`src/rtl/dmem_mmio_responder_pkg.sv`:
```
`default_nettype none
// ============================================================================
//  Package : dmem_mmio_pkg
//  Shared MMIO offsets, STATUS layout and default window base.
//  Rev 1.0
// ============================================================================
package dmem_mmio_pkg;

  localparam int OFS_LED    = 0;
  localparam int OFS_TIMER  = 1;
  localparam int OFS_TXDATA = 2;
  localparam int OFS_STATUS = 3;

  localparam int STATUS_OVF_BIT   = 31;
  localparam int STATUS_FULL_BIT  = 8;
  localparam int STATUS_COUNT_LSB = 0;
  localparam int STATUS_COUNT_W   = 8;

  localparam logic [11:0] DEFAULT_MMIO_BASE = 12'hF00;

endpackage
`default_nettype wire

```
`src/rtl/dmem_mmio_responder_if.sv`:
```
`default_nettype none
// ============================================================================
//  Interface : dmem_mmio_responder_if
//  Processor data-memory port: address/data/wren request, q read data.
//  Rev 1.0
// ============================================================================
interface dmem_mmio_responder_if #(
  parameter int ADDR_WIDTH = 12,
  parameter int DATA_WIDTH = 32
);
  logic [ADDR_WIDTH-1:0] address;
  logic [DATA_WIDTH-1:0] data;
  logic                  wren;
  logic [DATA_WIDTH-1:0] q;

  modport master (output address, output data, output wren, input  q);
  modport slave  (input  address, input  data, input  wren, output q);
endinterface
`default_nettype wire

```
`src/rtl/dmem_mmio_responder_fifo.sv`:
```
`default_nettype none
// ============================================================================
//  Module : mmio_tx_fifo
//  Small synchronous FIFO; head reads zero while empty.
//  Rev 1.0
// ============================================================================
module mmio_tx_fifo #(
  parameter int DEPTH = 8,
  parameter int WIDTH = 8
) (
  input  wire logic                     clock,
  input  wire logic                     reset,
  input  wire logic                     push,
  input  wire logic                     pop,
  input  wire logic [WIDTH-1:0]         din,
  output logic                          full,
  output logic                          empty,
  output logic [$clog2(DEPTH):0]        count,
  output logic [WIDTH-1:0]              head
);
  localparam int c_aw = $clog2(DEPTH);

  logic [WIDTH-1:0] r_mem [DEPTH];
  logic [c_aw-1:0]  r_wr_ptr;
  logic [c_aw-1:0]  r_rd_ptr;
  logic [c_aw:0]    r_count;

  always_ff @(posedge clock) begin
    if (push) r_mem[r_wr_ptr] <= din;
  end

  // Power-of-two depth lets the pointers wrap by plain overflow
  always_ff @(posedge clock or posedge reset) begin
    if (reset) begin
      r_wr_ptr <= '0;
      r_rd_ptr <= '0;
      r_count  <= '0;
    end else begin
      if (push) r_wr_ptr <= r_wr_ptr + c_aw'(1);
      if (pop)  r_rd_ptr <= r_rd_ptr + c_aw'(1);
      case ({push, pop})
        2'b10:   r_count <= r_count + (c_aw+1)'(1);
        2'b01:   r_count <= r_count - (c_aw+1)'(1);
        default: r_count <= r_count;
      endcase
    end
  end

  assign full  = (r_count == (c_aw+1)'(DEPTH));
  assign empty = (r_count == '0);
  assign count = r_count;
  assign head  = empty ? '0 : r_mem[r_rd_ptr];

endmodule
`default_nettype wire

```
`src/rtl/dmem_mmio_responder.sv`:
```
`default_nettype none
// ============================================================================
//  Module : dmem_mmio_responder
//  Routes processor dmem accesses to the syncram or to an MMIO window
//  (LED, cycle timer, TX FIFO, STATUS). Timer present when MMIO_TIMER_EN
//  is defined. DATA_WIDTH must be at least 32.
//  Rev 1.0
// ============================================================================
module dmem_mmio_responder
  import dmem_mmio_pkg::*;
#(
  parameter int                    ADDR_WIDTH = 12,
  parameter int                    DATA_WIDTH = 32,
  parameter logic [ADDR_WIDTH-1:0] MMIO_BASE  = ADDR_WIDTH'(DEFAULT_MMIO_BASE),
  parameter int                    LED_WIDTH  = 16,
  parameter int                    FIFO_DEPTH = 8
) (
  input  wire logic                  clock,
  input  wire logic                  reset,
  dmem_mmio_responder_if.slave       proc,
  output logic [ADDR_WIDTH-1:0]      mem_address,
  output logic [DATA_WIDTH-1:0]      mem_data,
  output logic                       mem_wren,
  input  wire logic [DATA_WIDTH-1:0] mem_q,
  output logic [LED_WIDTH-1:0]       led_out,
  output logic [7:0]                 tx_data,
  output logic                       tx_valid,
  input  wire logic                  tx_ready
);
  localparam int c_cw = $clog2(FIFO_DEPTH) + 1;

  logic                  w_in_mmio;
  logic [ADDR_WIDTH-1:0] w_ofs;
  logic                  w_wr_led, w_wr_timer, w_wr_tx, w_wr_status;
  logic                  w_push, w_pop, w_full, w_empty;
  logic [c_cw-1:0]       w_count;
  logic [31:0]           w_timer;
  logic [DATA_WIDTH-1:0] w_status, w_rdata;

  logic [LED_WIDTH-1:0]  r_led;
  logic                  r_overflow;
  logic                  r_sel_mmio;
  logic [DATA_WIDTH-1:0] r_mmio_rdata;

  assign w_in_mmio   = (proc.address >= MMIO_BASE);
  assign w_ofs       = proc.address - MMIO_BASE;
  assign w_wr_led    = proc.wren && w_in_mmio && (w_ofs == ADDR_WIDTH'(OFS_LED));
  assign w_wr_timer  = proc.wren && w_in_mmio && (w_ofs == ADDR_WIDTH'(OFS_TIMER));
  assign w_wr_tx     = proc.wren && w_in_mmio && (w_ofs == ADDR_WIDTH'(OFS_TXDATA));
  assign w_wr_status = proc.wren && w_in_mmio && (w_ofs == ADDR_WIDTH'(OFS_STATUS));

  assign mem_address = proc.address;
  assign mem_data    = proc.data;
  assign mem_wren    = proc.wren && !w_in_mmio;

  // A push into a full FIFO is still taken when the head leaves the same cycle
  assign w_pop  = tx_valid && tx_ready;
  assign w_push = w_wr_tx && (!w_full || w_pop);

  mmio_tx_fifo #(
    .DEPTH (FIFO_DEPTH),
    .WIDTH (8)
  ) u_tx_fifo (
    .clock (clock),
    .reset (reset),
    .push  (w_push),
    .pop   (w_pop),
    .din   (proc.data[7:0]),
    .full  (w_full),
    .empty (w_empty),
    .count (w_count),
    .head  (tx_data)
  );

  assign tx_valid = !w_empty;

  always_ff @(posedge clock or posedge reset) begin
    if (reset) begin
      r_led      <= '0;
      r_overflow <= 1'b0;
    end else begin
      if (w_wr_led) r_led <= proc.data[LED_WIDTH-1:0];
      if (w_wr_status)
        r_overflow <= 1'b0;
      else if (w_wr_tx && w_full && !w_pop)
        r_overflow <= 1'b1;
    end
  end

  assign led_out = r_led;

`ifdef MMIO_TIMER_EN
  logic [31:0] r_timer;

  always_ff @(posedge clock or posedge reset) begin
    if (reset)           r_timer <= '0;
    else if (w_wr_timer) r_timer <= '0;
    else                 r_timer <= r_timer + 32'd1;
  end

  assign w_timer = r_timer;
`else
  assign w_timer = '0;
`endif

  always_comb begin
    w_status = '0;
    w_status[STATUS_OVF_BIT]  = r_overflow;
    w_status[STATUS_FULL_BIT] = w_full;
    w_status[STATUS_COUNT_LSB +: STATUS_COUNT_W] = STATUS_COUNT_W'(w_count);
  end

  always_comb begin
    w_rdata = '0;
    if (w_in_mmio) begin
      case (w_ofs)
        ADDR_WIDTH'(OFS_LED):    w_rdata = DATA_WIDTH'(r_led);
        ADDR_WIDTH'(OFS_TIMER):  w_rdata = DATA_WIDTH'(w_timer);
        ADDR_WIDTH'(OFS_STATUS): w_rdata = w_status;
        default:                 w_rdata = '0;
      endcase
    end
  end

  // Register value is captured before this edge's write lands
  always_ff @(posedge clock or posedge reset) begin
    if (reset) begin
      r_sel_mmio   <= 1'b0;
      r_mmio_rdata <= '0;
    end else begin
      r_sel_mmio   <= w_in_mmio;
      r_mmio_rdata <= w_rdata;
    end
  end

  assign proc.q = r_sel_mmio ? r_mmio_rdata : mem_q;

endmodule
`default_nettype wire
```
`src/flat_wrapper.sv`:
```
// flat-port wrapper written by rule: the top's interface ports become plain ports
module dmem_mmio_responder_flat import dmem_mmio_pkg::*;
#(
  parameter int                    ADDR_WIDTH = 12,
  parameter int                    DATA_WIDTH = 32,
  parameter logic [ADDR_WIDTH-1:0] MMIO_BASE  = ADDR_WIDTH'(DEFAULT_MMIO_BASE),
  parameter int                    LED_WIDTH  = 16,
  parameter int                    FIFO_DEPTH = 8
)
  (clock, reset, mem_address, mem_data, mem_wren, mem_q, led_out, tx_data, tx_valid, tx_ready, proc_address, proc_data, proc_wren, proc_q);
  dmem_mmio_responder_if #(.ADDR_WIDTH(ADDR_WIDTH), .DATA_WIDTH(DATA_WIDTH)) proc_i ();
  input  wire logic clock;
  input  wire logic reset;
  output logic [ADDR_WIDTH-1:0] mem_address;
  output logic [DATA_WIDTH-1:0] mem_data;
  output logic mem_wren;
  input  wire logic [DATA_WIDTH-1:0] mem_q;
  output logic [LED_WIDTH-1:0] led_out;
  output logic [7:0] tx_data;
  output logic tx_valid;
  input  wire logic tx_ready;
  input wire logic [$bits(proc_i.address)-1:0] proc_address;
  input wire logic [$bits(proc_i.data)-1:0] proc_data;
  input wire logic [$bits(proc_i.wren)-1:0] proc_wren;
  output wire logic [$bits(proc_i.q)-1:0] proc_q;
  assign proc_i.address = proc_address;
  assign proc_i.data = proc_data;
  assign proc_i.wren = proc_wren;
  assign proc_q = proc_i.q;
  dmem_mmio_responder #(.ADDR_WIDTH(ADDR_WIDTH), .DATA_WIDTH(DATA_WIDTH), .MMIO_BASE(MMIO_BASE), .LED_WIDTH(LED_WIDTH), .FIFO_DEPTH(FIFO_DEPTH)) u_core (.clock(clock), .reset(reset), .proc(proc_i), .mem_address(mem_address), .mem_data(mem_data), .mem_wren(mem_wren), .mem_q(mem_q), .led_out(led_out), .tx_data(tx_data), .tx_valid(tx_valid), .tx_ready(tx_ready));
endmodule
```
`config.mk`:
```
export PLATFORM = sky130hd
export DESIGN_NAME = dmem_mmio_responder_flat
export DESIGN_NICKNAME = d
export VERILOG_FILES = /design/src/rtl/dmem_mmio_responder_pkg.sv /design/src/rtl/dmem_mmio_responder_if.sv /design/src/rtl/dmem_mmio_responder_fifo.sv /design/src/rtl/dmem_mmio_responder.sv /design/src/flat_wrapper.sv
export SDC_FILE = /design/constraint.sdc
export NUM_CORES = 1
export LEC_CHECK = 0
export CORE_MARGIN = 10
export CORE_UTILIZATION = 40
export DETAILED_ROUTE_END_ITERATION = 12
export PLACE_DENSITY = 0.74
export SLEW_MARGIN = 20
export SYNTH_ARGS = -nofsm -noshare
export SYNTH_HDL_FRONTEND = slang
export SYNTH_SLANG_ARGS = --single-unit
```
`constraint.sdc`:
```
create_clock -name clock -period 2.38 [get_ports clock]
set_input_delay 0.357 -clock clock [delete_from_list [all_inputs] [get_ports clock]]
set_output_delay 0.357 -clock clock [all_outputs]
set_load 0.03 [all_outputs]
```
# Word-level counts from Yosys, hierarchy flattened
# Memories as Yosys holds them, arrays and structs flattened.
# Cells that the tools add are included.
# classes
n_eq_ne,5
n_reduce_logical,18
addsub,5
order_cmp,1
n_mux,9
# ops
operator,n
2-to-1 mux 32 bit,2
case mux 32 bit (2 select lines),1
"equality test 12 x 2 -> 1 bit, second input constant",2
">= comparator 12 bit, second input constant",1
logical NOT 12 bit,1
"subtractor 12 bit, second input constant",1
logical AND 1 bit,9
2-to-1 mux 8 bit,1
case mux 4 bit (2 select lines),1
"adder 3 x 1 -> 3 bit, second input constant",2
"adder 4 x 1 -> 4 bit, second input constant",1
"equality test 4 bit, second input constant",1
logical NOT 1 bit,4
logical NOT 4 bit,1
2-to-1 mux 1 bit,4
nonzero test 2 bit,2
"subtractor 4 x 1 -> 4 bit, second input constant",1
"equality test 2 x 1 -> 1 bit, second input constant",1
"equality test 2 bit, second input constant",1
logical OR 1 bit,1
# totals
ff_bits,60
input_bits,80
mem_bits_rw,64
n_memories,1
output_inout_bits,102
# mem_list
memory,depth,width,rd,rd_clocked_by_memory_dff,write_ports,line,text
u_core.u_tx_fifo.r_mem,8,8,1,0,1,dmem_mmio_responder_fifo.sv:23,logic [WIDTH-1:0] r_mem [DEPTH];

# Logic depth before layout (Yosys ltp)
# Gate-level depths: netlist of run 1.
# logic_depth
ltp_word,7
depth_mapped,11
depth_no_buf,10

# Modules after synthesis
# A second synthesis of run 1 with hierarchy kept.
# hier_totals
hier_cells,334
hier_area_um2,5107.4
# by_module_without_submodules
mod,area_per_inst_um2,cells_per_inst,instances,seq_area_each_um2
mmio_tx_fifo,3067.9,156,1,2172.1
dmem_mmio_responder,2039.5,178,1,875.8

# Worst setup path after synthesis of run 1
# OpenSTA, ideal clock, no wires.
# synth_path
path_kind,reg-to-reg
start,register u_core.u_tx_fifo.r_count[2] (netlist: u_core.u_tx_fifo.count[2])
end,register u_core.u_tx_fifo.r_count[1] (netlist: u_core.u_tx_fifo.count[1])
slack_ns,-0.289
period_less_slack_ns,2.669
arrival_time_ns,2.579
stages_incl_launch_ff,10
cell_sequence,dfrtp_1 > nor4_4 > inv_1 > nand2_1 > nor2_1 > inv_1 > fa_1 > or3_1 > a21o_1 > o221ai_1
# synth_between
elab_chain_cells,7
# synth_rtl
item,line,text
"start, declared",dmem_mmio_responder_fifo.sv:26,logic [c_aw:0] r_count;
"start signal, assigned",dmem_mmio_responder_fifo.sv:42,2'b10: r_count <= r_count + (c_aw+1)'(1);
"start signal, assigned",dmem_mmio_responder_fifo.sv:43,2'b01: r_count <= r_count - (c_aw+1)'(1);
"start signal, assigned",dmem_mmio_responder_fifo.sv:44,default: r_count <= r_count;
logical NOT 4 bit (*),dmem_mmio_responder_fifo.sv:50,assign empty = (r_count == '0);
logical NOT 1 bit (*),dmem_mmio_responder.sv:75,assign tx_valid = !w_empty;
net tx_valid,flat_wrapper.sv:20,output logic tx_valid;
logical AND 1 bit (*),dmem_mmio_responder.sv:57,assign w_pop = tx_valid && tx_ready;
logical OR 1 bit,dmem_mmio_responder.sv:58,assign w_push = w_wr_tx && (!w_full || w_pop);
logical AND 1 bit,dmem_mmio_responder.sv:58,
equality test 2 x 1 -> 1 bit / equality test 2 bit (equally long branches),dmem_mmio_responder_fifo.sv:41,"case ({push, pop})"
case mux 4 bit (2 select lines) / nonzero test 2 bit (equally long branches),--,
# The timed path passes the listed nets; every way through them passes the cells marked *.
# A chain may end at the register's enable or synchronous reset.

# Final worst setup path of run 1
# layout_path
start,input port proc_address[0]
end,register u_core.u_tx_fifo.r_count[2] (netlist: u_core.u_tx_fifo.count[2])
# layout_between
elab_chain_cells,6
# layout_rtl
item,line,text
"start, declared",flat_wrapper.sv:22,input wire logic [$bits(proc_i.address)-1:0] proc_address;
subtractor 12 bit / >= comparator 12 bit (equally long branches),"dmem_mmio_responder.sv:46, dmem_mmio_responder.sv:45",
equality test 12 x 2 -> 1 bit / logical AND 1 bit (equally long branches),dmem_mmio_responder.sv:49,assign w_wr_tx = proc.wren && w_in_mmio && (w_ofs == ADDR_WIDTH'(OFS_TXDATA));
logical AND 1 bit (*),dmem_mmio_responder.sv:49,
logical AND 1 bit (*),dmem_mmio_responder.sv:58,
equality test 2 x 1 -> 1 bit / equality test 2 bit (equally long branches),dmem_mmio_responder_fifo.sv:41,
case mux 4 bit (2 select lines) / nonzero test 2 bit (equally long branches),--,
# Mark *: on every way between the ends. The rest lies on a longest branch, timed or not.

==> impl_results.html, run 1 <==
<table>
<tr><th>Metric</th><th>Value</th></tr>
<tr><th colspan="2">Final layout</th></tr>
<tr><td>Number of nets in the layout</td><td>between 500 and 600</td></tr>
<tr><td>Layout overhead on the synthesized area</td><td>39.4%</td></tr>
<tr><td>Diodes inserted</td><td>0</td></tr>
<tr><td>Share of final-layout standard cells stronger than drive strength 1</td><td>a little over a quarter</td></tr>
<tr><th colspan="2">Synth</th></tr>
<tr><td>Gate Count Post-Synth</td><td>343</td></tr>
<tr><td>Yosys warnings</td><td>0</td></tr>
<tr><td>Portion of the post-synthesis area used by sequential elements</td><td>60.0%</td></tr>
<tr><td>Largest area contributor in the synthesized netlist</td><td>edfxtp_1</td></tr>
<tr><td>Number of flops mapped to enable cells by yosys</td><td>64</td></tr>
<tr><td>Synth top cells by count</td><td>edfxtp_1, dfrtp_1, buf_4</td></tr>
<tr><td>Top cells by area in the synthesized netlist</td><td>edfxtp_1, dfrtp_1, mux4_2</td></tr>
<tr><td>Flops &amp; latches, synth</td><td>between 100 and 150</td></tr>
<tr><td>Proportion of synthesized flip-flops having asynchronous set or reset</td><td>between 40% and 50%</td></tr>
<tr><td>Synthesized cell area</td><td>approximately 5100 sq um</td></tr>
<tr><td>Dominant cell by count in the synthesized netlist</td><td>edfxtp_1</td></tr>
<tr><td>Cell variety after synth</td><td>39</td></tr>
<tr><td>Number of nets produced by synthesis</td><td>between 400 and 500</td></tr>
<tr><td>Post-Synthesis Mean Instance Area</td><td>between 10 and 15 sq um</td></tr>
<tr><td>Share of the synthesized area in the top cell type</td><td>between 30% and 40%</td></tr>
<tr><td>Top_reg_cell synth</td><td>edfxtp_1</td></tr>
<tr><th colspan="2">Timing</th></tr>
<tr><td>Hold_ws</td><td>between 0.4 and 0.5 ns</td></tr>
<tr><td>Worst slew slack as a fraction of its limit</td><td>62.5%</td></tr>
<tr><td>Final worst path period share</td><td>96.5%</td></tr>
<tr><td>Number of failing hold endpoints at the final stage</td><td>0</td></tr>
<tr><td>Final period demand of the worst path</td><td>between 2 and 2.5 ns</td></tr>
<tr><td>Actual slew at the worst max-slew pin</td><td>between 0.5 and 0.6 ns</td></tr>
<tr><td>Setup TNS</td><td>0 ns</td></tr>
<tr><td>Setup slack after layout</td><td>between 0.08 and 0.09 ns</td></tr>
<tr><td>Peak clock frequency supported by timing</td><td>435 MHz</td></tr>
<tr><td>Final number of max-transition violations</td><td>0</td></tr>
<tr><td>Worst Skew</td><td>slightly above 0.007 ns</td></tr>
<tr><td>Setup violators final</td><td>0</td></tr>
<tr><th colspan="2">Setup path</th></tr>
<tr><td>Startpoint class of the critical path</td><td>primary input</td></tr>
<tr><td>Crit path arrival time</td><td>about 2.5 ns</td></tr>
<tr><td>Required time reported for the critical path endpoint</td><td>around 2.6 ns</td></tr>
<tr><td>Worst reg2reg path depth</td><td>9</td></tr>
<tr><td>Start-to-end type of the worst setup path</td><td>primary input to register</td></tr>
<tr><td>Worst reg-to-reg setup slack</td><td>approximately 0.13 ns</td></tr>
<tr><td>Critical Path Fanout Max</td><td>4</td></tr>
<tr><td>Worst setup EP type</td><td>register</td></tr>
<tr><td>R2r startpoint</td><td>u_core.u_tx_fifo.count[0]</td></tr>
<tr><td>Critical R2R Capture</td><td>u_core.u_tx_fifo.count[1]</td></tr>
<tr><th colspan="2">Routing</th></tr>
<tr><td>Remaining design rule violation count</td><td>0</td></tr>
<tr><td>Iteration-0 DRC count of the detailed router</td><td>between 200 and 300</td></tr>
<tr><td>DR WL/cell</td><td>roughly 20 um</td></tr>
<tr><td>Total vias in the final route</td><td>3240</td></tr>
<tr><td>Routed vias/inst</td><td>4.89</td></tr>
<tr><td>Detailed-router iteration count before antenna repair</td><td>4</td></tr>
<tr><td>Remaining antenna violation count</td><td>0</td></tr>
<tr><td>Final Routed Wirelength</td><td>around 13000 um</td></tr>
<tr><th colspan="2">GRT</th></tr>
<tr><td>Total GRT Usage</td><td>14.5%</td></tr>
<tr><td>Number of antenna violations at the first check in global routing</td><td>0</td></tr>
<tr><td>Via count of the first global-routing pass</td><td>between 3000 and 4000</td></tr>
<tr><td>First-pass GRT wire length</td><td>~20000 um</td></tr>
<tr><td>GRT overflow</td><td>0</td></tr>
<tr><td>Largest net degree at the start of global routing</td><td>46</td></tr>
<tr><th colspan="2">Floorplanning</th></tr>
<tr><td>Number of top-level pins</td><td>between 150 and 200</td></tr>
<tr><td>Std-Cell Core Area</td><td>approximately 13000 sq um</td></tr>
<tr><td>Number of standard-cell rows in the floorplan</td><td>41</td></tr>
<tr><td>Initial core utilization</td><td>between 40 and 50%</td></tr>
<tr><td>Chip height</td><td>approximately 130 um</td></tr>
<tr><td>Area of the die</td><td>around 18000 sq um</td></tr>
<tr><td>Die W</td><td>approximately 130 um</td></tr>
<tr><th colspan="2">Clock tree</th></tr>
<tr><td>Number of buffers created by CTS</td><td>9</td></tr>
<tr><td>Bufs on Longest Clock Path</td><td>2</td></tr>
<tr><td>Number of clock sinks</td><td>109</td></tr>
<tr><td>H-tree depth</td><td>3</td></tr>
<tr><td>Clock transition at the registers of the reported paths</td><td>roughly 0.070 ns</td></tr>
<tr><td>Root Buffer</td><td>clkbuf_16</td></tr>
<tr><td>Clk Latency, worst-skew pair</td><td>0.34 ns</td></tr>
<tr><td>TritonCTS clock tree</td><td>done</td></tr>
<tr><th colspan="2">Pwr</th></tr>
<tr><td>Overall power</td><td>about 0.0059 W</td></tr>
<tr><td>Max VDD drop</td><td>0.577 mV</td></tr>
<tr><td>Gate power share</td><td>between 30% and 40%</td></tr>
<tr><td>Sw Ratio</td><td>between 30% and 40%</td></tr>
<tr><td>Leakage power</td><td>roughly 2.8 nW</td></tr>
<tr><td>Clock network fraction of design power</td><td>about 27%</td></tr>
<tr><td>Int Power</td><td>between 0.003 and 0.004 W</td></tr>
<tr><td>Sequential share of power</td><td>around two fifths</td></tr>
<tr><td>Switching power total</td><td>0.00193 W</td></tr>
<tr><td>Power per standard cell area</td><td>approximately 840 nW/um^2</td></tr>
<tr><th colspan="2">Worst hold path</th></tr>
<tr><td>Class of the most critical hold timing path</td><td>primary input to async pin</td></tr>
<tr><th colspan="2">Place</th></tr>
<tr><td>Pre-CTS worst setup slack</td><td>-0.343 ns</td></tr>
<tr><td>Gp weighted congestion</td><td>between 0.7 and 0.8</td></tr>
<tr><td>Count of input and output buffers</td><td>about 150</td></tr>
<tr><td>Estimated wirelength of the detail-placed design</td><td>9920 um</td></tr>
<tr><th colspan="2">Run</th></tr>
<tr><td>Number of max-cap violations</td><td>0</td></tr>
<tr><th colspan="2">Status</th></tr>
<tr><td>Outcome</td><td>completed</td></tr>
</table>
-- per-layer routing --
| layer | GRT usage [%] | vias up | part of all wire [%] |
|---|---|---|---|
| met5 | 0 | - | 0 |
| met4 | 4.77 | 0 | 1.2 |
| met3 | 2.76 | 18 | 4.3 |
| met2 | 26.1 | 88 | 56 |
| met1 | 16.7 | 1638 | 38 |
| li1 | - | 1496 | - |
-- through the flow --
stage	utilization (%)	instance area, sq um	std cells
4_1_cts	56.5	7070	663
2_1_floorplan	-	5110	343
5_1_grt	56.6	7080	663
3_5_place_dp	53.7	6730	647
6_report	56.6	7080	663
3_3_place_gp	53.7	6730	647
-- registers in the layout, summed over array words and instances, names as in the netlist --
name                       cells
u_core.r_mmio_rdata           17
u_core.u_tx_fifo.count         4
u_core.led_out                16
u_core.u_tx_fifo.r_mem        64
u_core.u_tx_fifo.r_rd_ptr      3
u_core.u_tx_fifo.r_wr_ptr      3
u_core.r_overflow              1
u_core.r_sel_mmio              1
-- cell usage in the layout (no fill, tap or decap), types with 5 or more instances in the layout --
| cell type | instances |
|---|---|
| a21oi_1 | 5 |
| and2_1 | 12 |
| buf_4 | 46 |
| clkbuf_16 | 10 |
| clkdlybuf4s50_1 | 140 |
| dfrtp_1 | 43 |
| edfxtp_1 | 64 |
| mux2_2 | 25 |
| mux2_4 | 10 |
| mux2i_1 | 8 |
| mux4_2 | 16 |
| nand2_1 | 8 |
| nand3_1 | 5 |
| nor2_1 | 20 |
| nor2b_1 | 16 |
-- worst max-delay path by stage --
stage                                    from                        end  slack [ns]  depth (start not counted)
finish                        proc_address[0]  u_core.u_tx_fifo.count[2]        0.08                         10
global route                  proc_address[0]  u_core.u_tx_fifo.count[2]      -0.003                         10
CTS                           proc_address[0]  u_core.u_tx_fifo.count[2]        0.04                         10
detailed placement            proc_address[0]  u_core.u_tx_fifo.count[2]       -0.34                         10
global placement              proc_address[3]  u_core.u_tx_fifo.count[1]       -0.19                          9
floorplan           u_core.u_tx_fifo.count[0]  u_core.u_tx_fifo.count[1]       -0.06                         10
-- worst max-delay path: stages --
cell	delay, ns
clkdlybuf4s50_1	0.48
and3b_1	0.20
and4_2	0.26
nor2_4	0.13
inv_2	0.06
fa_1	0.41
xnor2_2	0.16
buf_4	0.14
a22oi_1	0.15
o221ai_1	0.15
-- power by group through the flow --
stage          clock network (W)  logic, W  registers (W)
3_3_place_gp                   0   0.00198        0.00228
6_report                 0.00162   0.00205        0.00225
2_1_floorplan                  0   0.00142        0.00217
4_1_cts                  0.00164   0.00205        0.00226
3_5_place_dp                   0   0.00203        0.00229
5_1_grt                  0.00171   0.00220        0.00227
-- cells by family (layout without fill, tap and decap cells) --
logic type | after synthesis | count (layout) | share of synthesized area, %
DFF | 109 | 109 | 60.0
and+or+nand+nor | 84 | 84 | 10.0
buffers and inverters | 62 | 210 | 8.05
muxes | 59 | 59 | 17.2
AOI/OAI and AO/OA | 19 | 19 | 2.56
adders and majority gates | 5 | 5 | 1.38
xor gates and xnor gates | 5 | 5 | 0.862
-- final cells by class --
class / count / area (sq um)
Clock buffer: 10 / 250
Timing Repair Buffer: 189 / 1810
Inverter: 5 / 18.8
Fill cell: 1018 / 5430
Sequential cell: 109 / 3050
Multi-Input combinational cell: 172 / 1660
Tap cell: 172 / 215
Clock inverter: 6 / 86.3
-- what timing repair did --
item / 4_1_cts / 5_1_grt
hold buffers: 0 / 0
setup buffers: 0 / 0
gates resized for setup: 2 / 4
pin swaps: 0 / 3
setup endpoints to repair: 9 / 3
No activity file was read; power rests on OpenSTA's default activity.
==> inputs of run 2 (changes only) <==
--- a/config.mk
+++ b/config.mk
@@ -8,7 +8,8 @@
 export CORE_MARGIN = 10
 export CORE_UTILIZATION = 40
 export DETAILED_ROUTE_END_ITERATION = 12
-export PLACE_DENSITY = 0.74
+export DONT_BUFFER_PORTS = 1
+export PLACE_DENSITY = 0.54
 export SLEW_MARGIN = 20
 export SYNTH_ARGS = -nofsm -noshare
 export SYNTH_HDL_FRONTEND = slang
==> run 2 against run 1 <==
Worst hold slack got worse by 0.38 ns. Combinational power decreased by 18%. Sequential share of layout area increased by 12 points. Maximum frequency increased by 4.7%. Critical endpoint is now tx_data[4]. Final cell count down 22%. Total power down 12%. Non-clock buffer count decreased by 148. Final area is 22% lower. Sequential power about the same. Clock power down 19%.
==> impl_results.html, run 2 (same netlist as run 1, synthesis figures left out) <==
<table>
<tr><th>Metric</th><th>Value</th></tr>
<tr><th colspan="2">Timing</th></tr>
<tr><td>Number of failing hold endpoints at the final stage</td><td>0</td></tr>
<tr><td>Final period demand of the worst path</td><td>around 2.2 ns</td></tr>
<tr><td>Setup violators final</td><td>0</td></tr>
<tr><td>Final worst path period share</td><td>between 90 and 100%</td></tr>
<tr><td>Final number of max-transition violations</td><td>0</td></tr>
<tr><td>Setup slack after layout</td><td>approximately 0.19 ns</td></tr>
<tr><td>Worst slew slack as a fraction of its limit</td><td>about 37%</td></tr>
<tr><td>Setup repair after global routing missed its margin</td><td>no</td></tr>
<tr><td>Peak clock frequency supported by timing</td><td>roughly 460 MHz</td></tr>
<tr><td>Worst Skew</td><td>approximately 0.0053 ns</td></tr>
<tr><td>Actual slew at the worst max-slew pin</td><td>~0.95 ns</td></tr>
<tr><th colspan="2">Clock tree</th></tr>
<tr><td>Number of hold-repair buffers added at the cts stage</td><td>0</td></tr>
<tr><td>Count of cells resized by post-cts repair</td><td>0</td></tr>
<tr><td>Number of buffers created by CTS</td><td>9</td></tr>
<tr><td>Buffers inserted during post-CTS setup optimization</td><td>0</td></tr>
<tr><td>Bufs on Longest Clock Path</td><td>2</td></tr>
<tr><td>Root Buffer</td><td>clkbuf_16</td></tr>
<tr><td>Number of clock sinks</td><td>109</td></tr>
<tr><td>TritonCTS clock tree</td><td>done</td></tr>
<tr><td>H-tree depth</td><td>3</td></tr>
<tr><td>Clk Latency, worst-skew pair</td><td>0.34 ns</td></tr>
<tr><td>Clock transition at the registers of the reported paths</td><td>~0.07 ns</td></tr>
<tr><th colspan="2">Final layout</th></tr>
<tr><td>Largest register FFs</td><td>64</td></tr>
<tr><td>Total non-filler cell area in the finished layout</td><td>5510 sq um</td></tr>
<tr><td>Share of final-layout standard cells stronger than drive strength 1</td><td>approximately 33%</td></tr>
<tr><td>Most frequent standard cell in the layout excluding fill and tap cells</td><td>edfxtp_1</td></tr>
<tr><td>Number of nets in the layout</td><td>around 420</td></tr>
<tr><td>Layout overhead on the synthesized area</td><td>8.40%</td></tr>
<tr><td>Diodes inserted</td><td>0</td></tr>
<tr><td>Biggest register</td><td>u_core.u_tx_fifo.r_mem</td></tr>
<tr><td>Filler instances</td><td>1158</td></tr>
<tr><td>Area occupied by multi-input gates</td><td>roughly 1600 sq um</td></tr>
<tr><td>Commonest cells after routing, fill and taps aside</td><td>edfxtp_1, dfrtp_1, buf_4, mux2_2, nor2_1</td></tr>
<tr><td>FF/Latch Area</td><td>3050 sq um</td></tr>
<tr><th colspan="2">Routing</th></tr>
<tr><td>Remaining antenna violation count</td><td>0</td></tr>
<tr><td>Iteration-0 DRC count of the detailed router</td><td>139</td></tr>
<tr><td>Total vias in the final route</td><td>approximately 2600</td></tr>
<tr><td>Detailed-router iteration count before antenna repair</td><td>4</td></tr>
<tr><td>DR WL/cell</td><td>21.6 um</td></tr>
<tr><td>Remaining design rule violation count</td><td>0</td></tr>
<tr><td>Routed vias/inst</td><td>roughly 5.0</td></tr>
<tr><td>Final Routed Wirelength</td><td>around 11000 um</td></tr>
<tr><th colspan="2">Setup path</th></tr>
<tr><td>Worst reg-to-reg setup slack</td><td>around 0.21 ns</td></tr>
<tr><td>Start-to-end type of the worst setup path</td><td>register to output pin</td></tr>
<tr><td>Crit path arrival time</td><td>approximately 1.8 ns</td></tr>
<tr><td>Worst reg2reg path depth</td><td>9</td></tr>
<tr><td>Critical Path Fanout Max</td><td>18</td></tr>
<tr><td>Worst setup EP type</td><td>output pin</td></tr>
<tr><td>Required time reported for the critical path endpoint</td><td>between 2 and 2.5 ns</td></tr>
<tr><td>First element of the critical path</td><td>u_core.u_tx_fifo.r_rd_ptr[0]</td></tr>
<tr><td>Critical R2R Capture</td><td>u_core.u_tx_fifo.count[1]</td></tr>
<tr><td>CP Capture Point</td><td>tx_data[4]</td></tr>
<tr><td>Startpoint class of the critical path</td><td>register</td></tr>
<tr><td>R2r startpoint</td><td>u_core.u_tx_fifo.count[3]</td></tr>
<tr><th colspan="2">Place</th></tr>
<tr><td>Pre-CTS worst setup slack</td><td>about 0.087 ns</td></tr>
<tr><td>Estimated wirelength of the detail-placed design</td><td>roughly 7900 um</td></tr>
<tr><td>Gp weighted congestion</td><td>between 0.7 and 0.8</td></tr>
<tr><td>Count of input and output buffers</td><td>0</td></tr>
<tr><td>Post-detailed-placement cell area</td><td>about 5300 sq um</td></tr>
<tr><th colspan="2">GRT</th></tr>
<tr><td>First-pass GRT wire length</td><td>17600 um</td></tr>
<tr><td>Via count of the first global-routing pass</td><td>between 2000 and 3000</td></tr>
<tr><td>Number of antenna violations at the first check in global routing</td><td>0</td></tr>
<tr><td>Largest net degree at the start of global routing</td><td>between 40 and 50</td></tr>
<tr><td>GRT overflow</td><td>0</td></tr>
<tr><td>Total GRT Usage</td><td>between 10% and 20%</td></tr>
<tr><th colspan="2">Floorplanning</th></tr>
<tr><td>Area of the die</td><td>approximately 18000 sq um</td></tr>
<tr><td>Chip height</td><td>between 100 and 150 um</td></tr>
<tr><td>Die W</td><td>about 130 um</td></tr>
<tr><td>Std-Cell Core Area</td><td>roughly 13000 sq um</td></tr>
<tr><td>Initial core utilization</td><td>40.6%</td></tr>
<tr><td>Number of standard-cell rows in the floorplan</td><td>about 40</td></tr>
<tr><td>Number of top-level pins</td><td>182</td></tr>
<tr><th colspan="2">Run</th></tr>
<tr><td>Number of max-cap violations</td><td>0</td></tr>
<tr><th colspan="2">Pwr</th></tr>
<tr><td>Leakage power</td><td>approximately 2.2 nW</td></tr>
<tr><td>Overall power</td><td>around 0.0052 W</td></tr>
<tr><td>Power per standard cell area</td><td>~950 nW/um^2</td></tr>
<tr><td>Max VDD drop</td><td>approximately 0.49 mV</td></tr>
<tr><th colspan="2">Status</th></tr>
<tr><td>Outcome</td><td>completed</td></tr>
<tr><th colspan="2">Worst hold path</th></tr>
<tr><td>Class of the most critical hold timing path</td><td>primary input to register</td></tr>
</table>
-- run 2: per-stage QoR --
step | hold slack [ns] | cells | TNS (ns) | util (%)
finish | 0.0901 | 515 | 0 | 44.0
global route | 0.0718 | 515 | 0 | 44.0
CTS | 0.0743 | 515 | 0 | 44.0
detailed placement | 0.449 | 499 | 0 | 42.0
global placement | 0.452 | 499 | 0 | 42.0
floorplan | 0.443 | 343 | -0.0576 | -
-- run 2: worst min-delay path by stage --
stage              start                 to  slack [ns]  depth (start not counted)
5_1_grt        proc_wren  u_core.r_overflow        0.07                          1
2_1_floorplan  proc_wren  u_core.r_overflow        0.44                          1
4_1_cts        proc_wren  u_core.r_overflow        0.07                          1
3_3_place_gp   proc_wren  u_core.r_overflow        0.45                          1
6_report       proc_wren  u_core.r_overflow        0.09                          1
3_5_place_dp   proc_wren  u_core.r_overflow        0.45                          1
-- run 2: layout make-up --
| class | count | area share [%] |
|---|---|---|
| flip-flops and latches | 109 | 55.3 |
| multi-input cells | 172 | 29.8 |
| repair buffers | 41 | 6.04 |
| clock buffers | 13 | 4.36 |
| well taps | 172 | 3.91 |
| inverters | 5 | 0.341 |
| clock inverters | 3 | 0.250 |
-- run 2: critical path: stages (launching register included) --
cell and delay (ns):
dfrtp_1 0.37, buf_12 0.20, mux4_2 0.52, mux2i_1 0.17, nor2_1 0.07, buf_4 0.17
-- run 2: power by group --
group / internal [W] / switching [W] / total [W]
Combinational: 0.000785 / 0.000901 / 0.00169
Sequential: 0.00207 / 0.000157 / 0.00222
Clock: 0.000704 / 0.000615 / 0.00132
-- run 2: metal layers --
metal / global-route usage (%) / part of all wire, % / vias up
met4: 3.85 / 1.4 / 0
li1: - / - / 1193
met5: 0 / 0 / -
met1: 14.7 / 40 / 1313
met2: 22.2 / 53 / 51
met3: 4.92 / 5.5 / 22
==> inputs of run 3 (changes only) <==
--- a/config.mk
+++ b/config.mk
@@ -9,7 +9,7 @@
 export CORE_UTILIZATION = 40
 export DETAILED_ROUTE_END_ITERATION = 12
 export DONT_BUFFER_PORTS = 1
-export PLACE_DENSITY = 0.54
+export PLACE_DENSITY = 0.52
 export SLEW_MARGIN = 20
 export SYNTH_ARGS = -nofsm -noshare
 export SYNTH_HDL_FRONTEND = slang
==> constraint.sdc (replaced) <==
create_clock -name clock -period 2.8 [get_ports clock]
set_input_delay 0.42 -clock clock [delete_from_list [all_inputs] [get_ports clock]]
set_output_delay 0.42 -clock clock [all_outputs]
set_load 0.03 [all_outputs]
==> run 3 against run 2 <==
Wire length fell by 1.0%. Combinational power fell by 31%. Clock power fell by 9%. Final cell count fell by 5.2%. Critical path type unchanged. Highest routed layer unchanged.
==> impl_results.html, run 3 (same netlist as run 1, synthesis figures left out) <==
<table>
<tr><th>Metric</th><th>Value</th></tr>
<tr><th colspan="2">Status</th></tr>
<tr><td>Outcome</td><td>completed</td></tr>
<tr><th colspan="2">Pwr</th></tr>
<tr><td>Sw Ratio</td><td>between 30% and 40%</td></tr>
<tr><td>Gate power share</td><td>27.2%</td></tr>
<tr><td>Int Power</td><td>around 0.0029 W</td></tr>
<tr><td>Leakage power</td><td>~2.1 nW</td></tr>
<tr><td>Power per standard cell area</td><td>roughly 800 nW/um^2</td></tr>
<tr><td>Overall power</td><td>about 0.0043 W</td></tr>
<tr><td>Clock network fraction of design power</td><td>28.0%</td></tr>
<tr><td>Switching power total</td><td>0.00137 W</td></tr>
<tr><td>Max VDD drop</td><td>approximately 0.32 mV</td></tr>
<tr><td>Sequential share of power</td><td>between 40% and 50%</td></tr>
<tr><th colspan="2">Routing</th></tr>
<tr><td>Iteration-0 DRC count of the detailed router</td><td>167</td></tr>
<tr><td>Detailed-router iteration count before antenna repair</td><td>4</td></tr>
<tr><td>Final Routed Wirelength</td><td>roughly 11000 um</td></tr>
<tr><td>Routed vias/inst</td><td>just over 5</td></tr>
<tr><td>DR WL/cell</td><td>22.5 um</td></tr>
<tr><td>Remaining antenna violation count</td><td>0</td></tr>
<tr><td>Remaining design rule violation count</td><td>0</td></tr>
<tr><td>Total vias in the final route</td><td>about 2500</td></tr>
<tr><th colspan="2">Clock tree</th></tr>
<tr><td>Clk Latency, worst-skew pair</td><td>approximately 0.34 ns</td></tr>
<tr><td>Number of buffers created by CTS</td><td>9</td></tr>
<tr><td>Buffers inserted during post-CTS setup optimization</td><td>0</td></tr>
<tr><td>Number of clock sinks</td><td>109</td></tr>
<tr><td>Root Buffer</td><td>clkbuf_16</td></tr>
<tr><td>Count of cells resized by post-cts repair</td><td>0</td></tr>
<tr><td>Clock transition at the registers of the reported paths</td><td>roughly 0.07 ns</td></tr>
<tr><td>Number of hold-repair buffers added at the cts stage</td><td>0</td></tr>
<tr><td>TritonCTS clock tree</td><td>done</td></tr>
<tr><td>H-tree depth</td><td>3</td></tr>
<tr><td>Bufs on Longest Clock Path</td><td>2</td></tr>
<tr><th colspan="2">GRT</th></tr>
<tr><td>GRT overflow</td><td>0</td></tr>
<tr><td>Via count of the first global-routing pass</td><td>2722</td></tr>
<tr><td>Number of antenna violations at the first check in global routing</td><td>0</td></tr>
<tr><td>Total GRT Usage</td><td>12.8%</td></tr>
<tr><td>First-pass GRT wire length</td><td>around 17000 um</td></tr>
<tr><td>Largest net degree at the start of global routing</td><td>46</td></tr>
<tr><th colspan="2">Final layout</th></tr>
<tr><td>Most frequent standard cell in the layout excluding fill and tap cells</td><td>edfxtp_1</td></tr>
<tr><td>Number of nets in the layout</td><td>around 400</td></tr>
<tr><td>Layout overhead on the synthesized area</td><td>4.21%</td></tr>
<tr><td>Share of final-layout standard cells stronger than drive strength 1</td><td>around a quarter</td></tr>
<tr><td>Final core utilization</td><td>42.3%</td></tr>
<tr><td>Diodes inserted</td><td>0</td></tr>
<tr><td>Biggest register</td><td>u_core.u_tx_fifo.r_mem</td></tr>
<tr><td>Largest register FFs</td><td>between 60 and 70</td></tr>
<tr><td>Commonest cells after routing, fill and taps aside</td><td>edfxtp_1, dfrtp_1, mux2_2, nor2_1</td></tr>
<tr><td>Total non-filler cell area in the finished layout</td><td>around 5300 sq um</td></tr>
<tr><th colspan="2">Floorplanning</th></tr>
<tr><td>Number of standard-cell rows in the floorplan</td><td>a little over 40</td></tr>
<tr><td>Std-Cell Core Area</td><td>12500 sq um</td></tr>
<tr><td>Die W</td><td>~130 um</td></tr>
<tr><td>Initial core utilization</td><td>40.6%</td></tr>
<tr><td>Chip height</td><td>between 100 and 150 um</td></tr>
<tr><td>Area of the die</td><td>17600 sq um</td></tr>
<tr><td>Number of top-level pins</td><td>182</td></tr>
<tr><th colspan="2">Timing</th></tr>
<tr><td>Worst slew slack as a fraction of its limit</td><td>47.4%</td></tr>
<tr><td>Setup violators final</td><td>0</td></tr>
<tr><td>Final worst path period share</td><td>91.2%</td></tr>
<tr><td>Final period demand of the worst path</td><td>2.55 ns</td></tr>
<tr><td>Worst Skew</td><td>approximately 0.0048 ns</td></tr>
<tr><td>Setup repair after global routing missed its margin</td><td>no</td></tr>
<tr><td>Actual slew at the worst max-slew pin</td><td>between 0.7 and 0.8 ns</td></tr>
<tr><td>Setup TNS</td><td>0 ns</td></tr>
<tr><td>Peak clock frequency supported by timing</td><td>392 MHz</td></tr>
<tr><td>Number of failing hold endpoints at the final stage</td><td>0</td></tr>
<tr><td>Final number of max-transition violations</td><td>0</td></tr>
<tr><th colspan="2">Setup path</th></tr>
<tr><td>Start-to-end type of the worst setup path</td><td>register to output pin</td></tr>
<tr><td>Critical Path Fanout Max</td><td>18</td></tr>
<tr><td>Worst reg-to-reg setup slack</td><td>roughly 0.4 ns</td></tr>
<tr><td>First element of the critical path</td><td>u_core.u_tx_fifo.r_rd_ptr[1]</td></tr>
<tr><td>Required time reported for the critical path endpoint</td><td>about 2.4 ns</td></tr>
<tr><td>Startpoint class of the critical path</td><td>register</td></tr>
<tr><td>Worst setup EP type</td><td>output pin</td></tr>
<tr><td>Crit path arrival time</td><td>around 2.1 ns</td></tr>
<tr><td>R2r startpoint</td><td>u_core.u_tx_fifo.count[1]</td></tr>
<tr><th colspan="2">Run</th></tr>
<tr><td>Number of max-cap violations</td><td>0</td></tr>
<tr><th colspan="2">Place</th></tr>
<tr><td>Gp weighted congestion</td><td>around 0.76</td></tr>
<tr><td>Count of input and output buffers</td><td>0</td></tr>
<tr><td>Post-detailed-placement cell area</td><td>5020 sq um</td></tr>
<tr><td>Estimated wirelength of the detail-placed design</td><td>about 8000 um</td></tr>
<tr><th colspan="2">Worst hold path</th></tr>
<tr><td>Class of the most critical hold timing path</td><td>primary input to async pin</td></tr>
</table>
[run 3: power by group through the flow]
stage                     combinational, W  clock [W]  sequential (W)
final                              0.00117    0.00120         0.00192
after global routing               0.00129    0.00131         0.00194
after CTS                          0.00120    0.00124         0.00193
after detailed placement           0.00120          0         0.00196
after global placement             0.00119          0         0.00196
after floorplan                    0.00118          0         0.00184
[run 3: per-layer routing]
metal / wire (um) / global-route usage [%] / up-vias
met1: 4570 / 15.0 / 1269
met2: 5660 / 21.2 / 69
met5: 0 / 0 / -
li1: - / - / 1140
met4: 206 / 5.68 / 0
met3: 570 / 3.97 / 16
[run 3: critical path: stages, from the launching register on]
cell and delay, ns:
dfrtp_1 0.85, mux4_2 0.39, mux2i_1 0.08, nor2_1 0.47
[run 3: path summary, 6_finish.rpt]
path                                        endpoint  cells past startpoint
min                               u_core.led_out[13]                      1
max in group asynchronous          u_core.r_sel_mmio                      1
min in group clock                 u_core.r_overflow                      1
max                                       tx_data[3]                      3
min reg2reg                  u_core.r_mmio_rdata[31]                      1
max reg2reg                u_core.u_tx_fifo.count[2]                     10
[run 3: area by class of cell]
cell class	instances	area (sq um)
clock buffer	12	236
clock inverter	3	37.5
fill	1153	7220
inverter	5	20.0
multi-input combinational	172	1620
sequential	109	3050
tap	172	215
timing repair buffer	15	113
[run 3: metrics by stage]
stage,setup WS [ns],instances,hold slack (ns)
after floorplan,0.131,343,0.454
after global placement,0.408,473,0.492
after CTS,0.194,488,0.143
after global routing,0.109,488,0.145
after detailed placement,0.345,473,0.495
final,0.247,488,0.0774
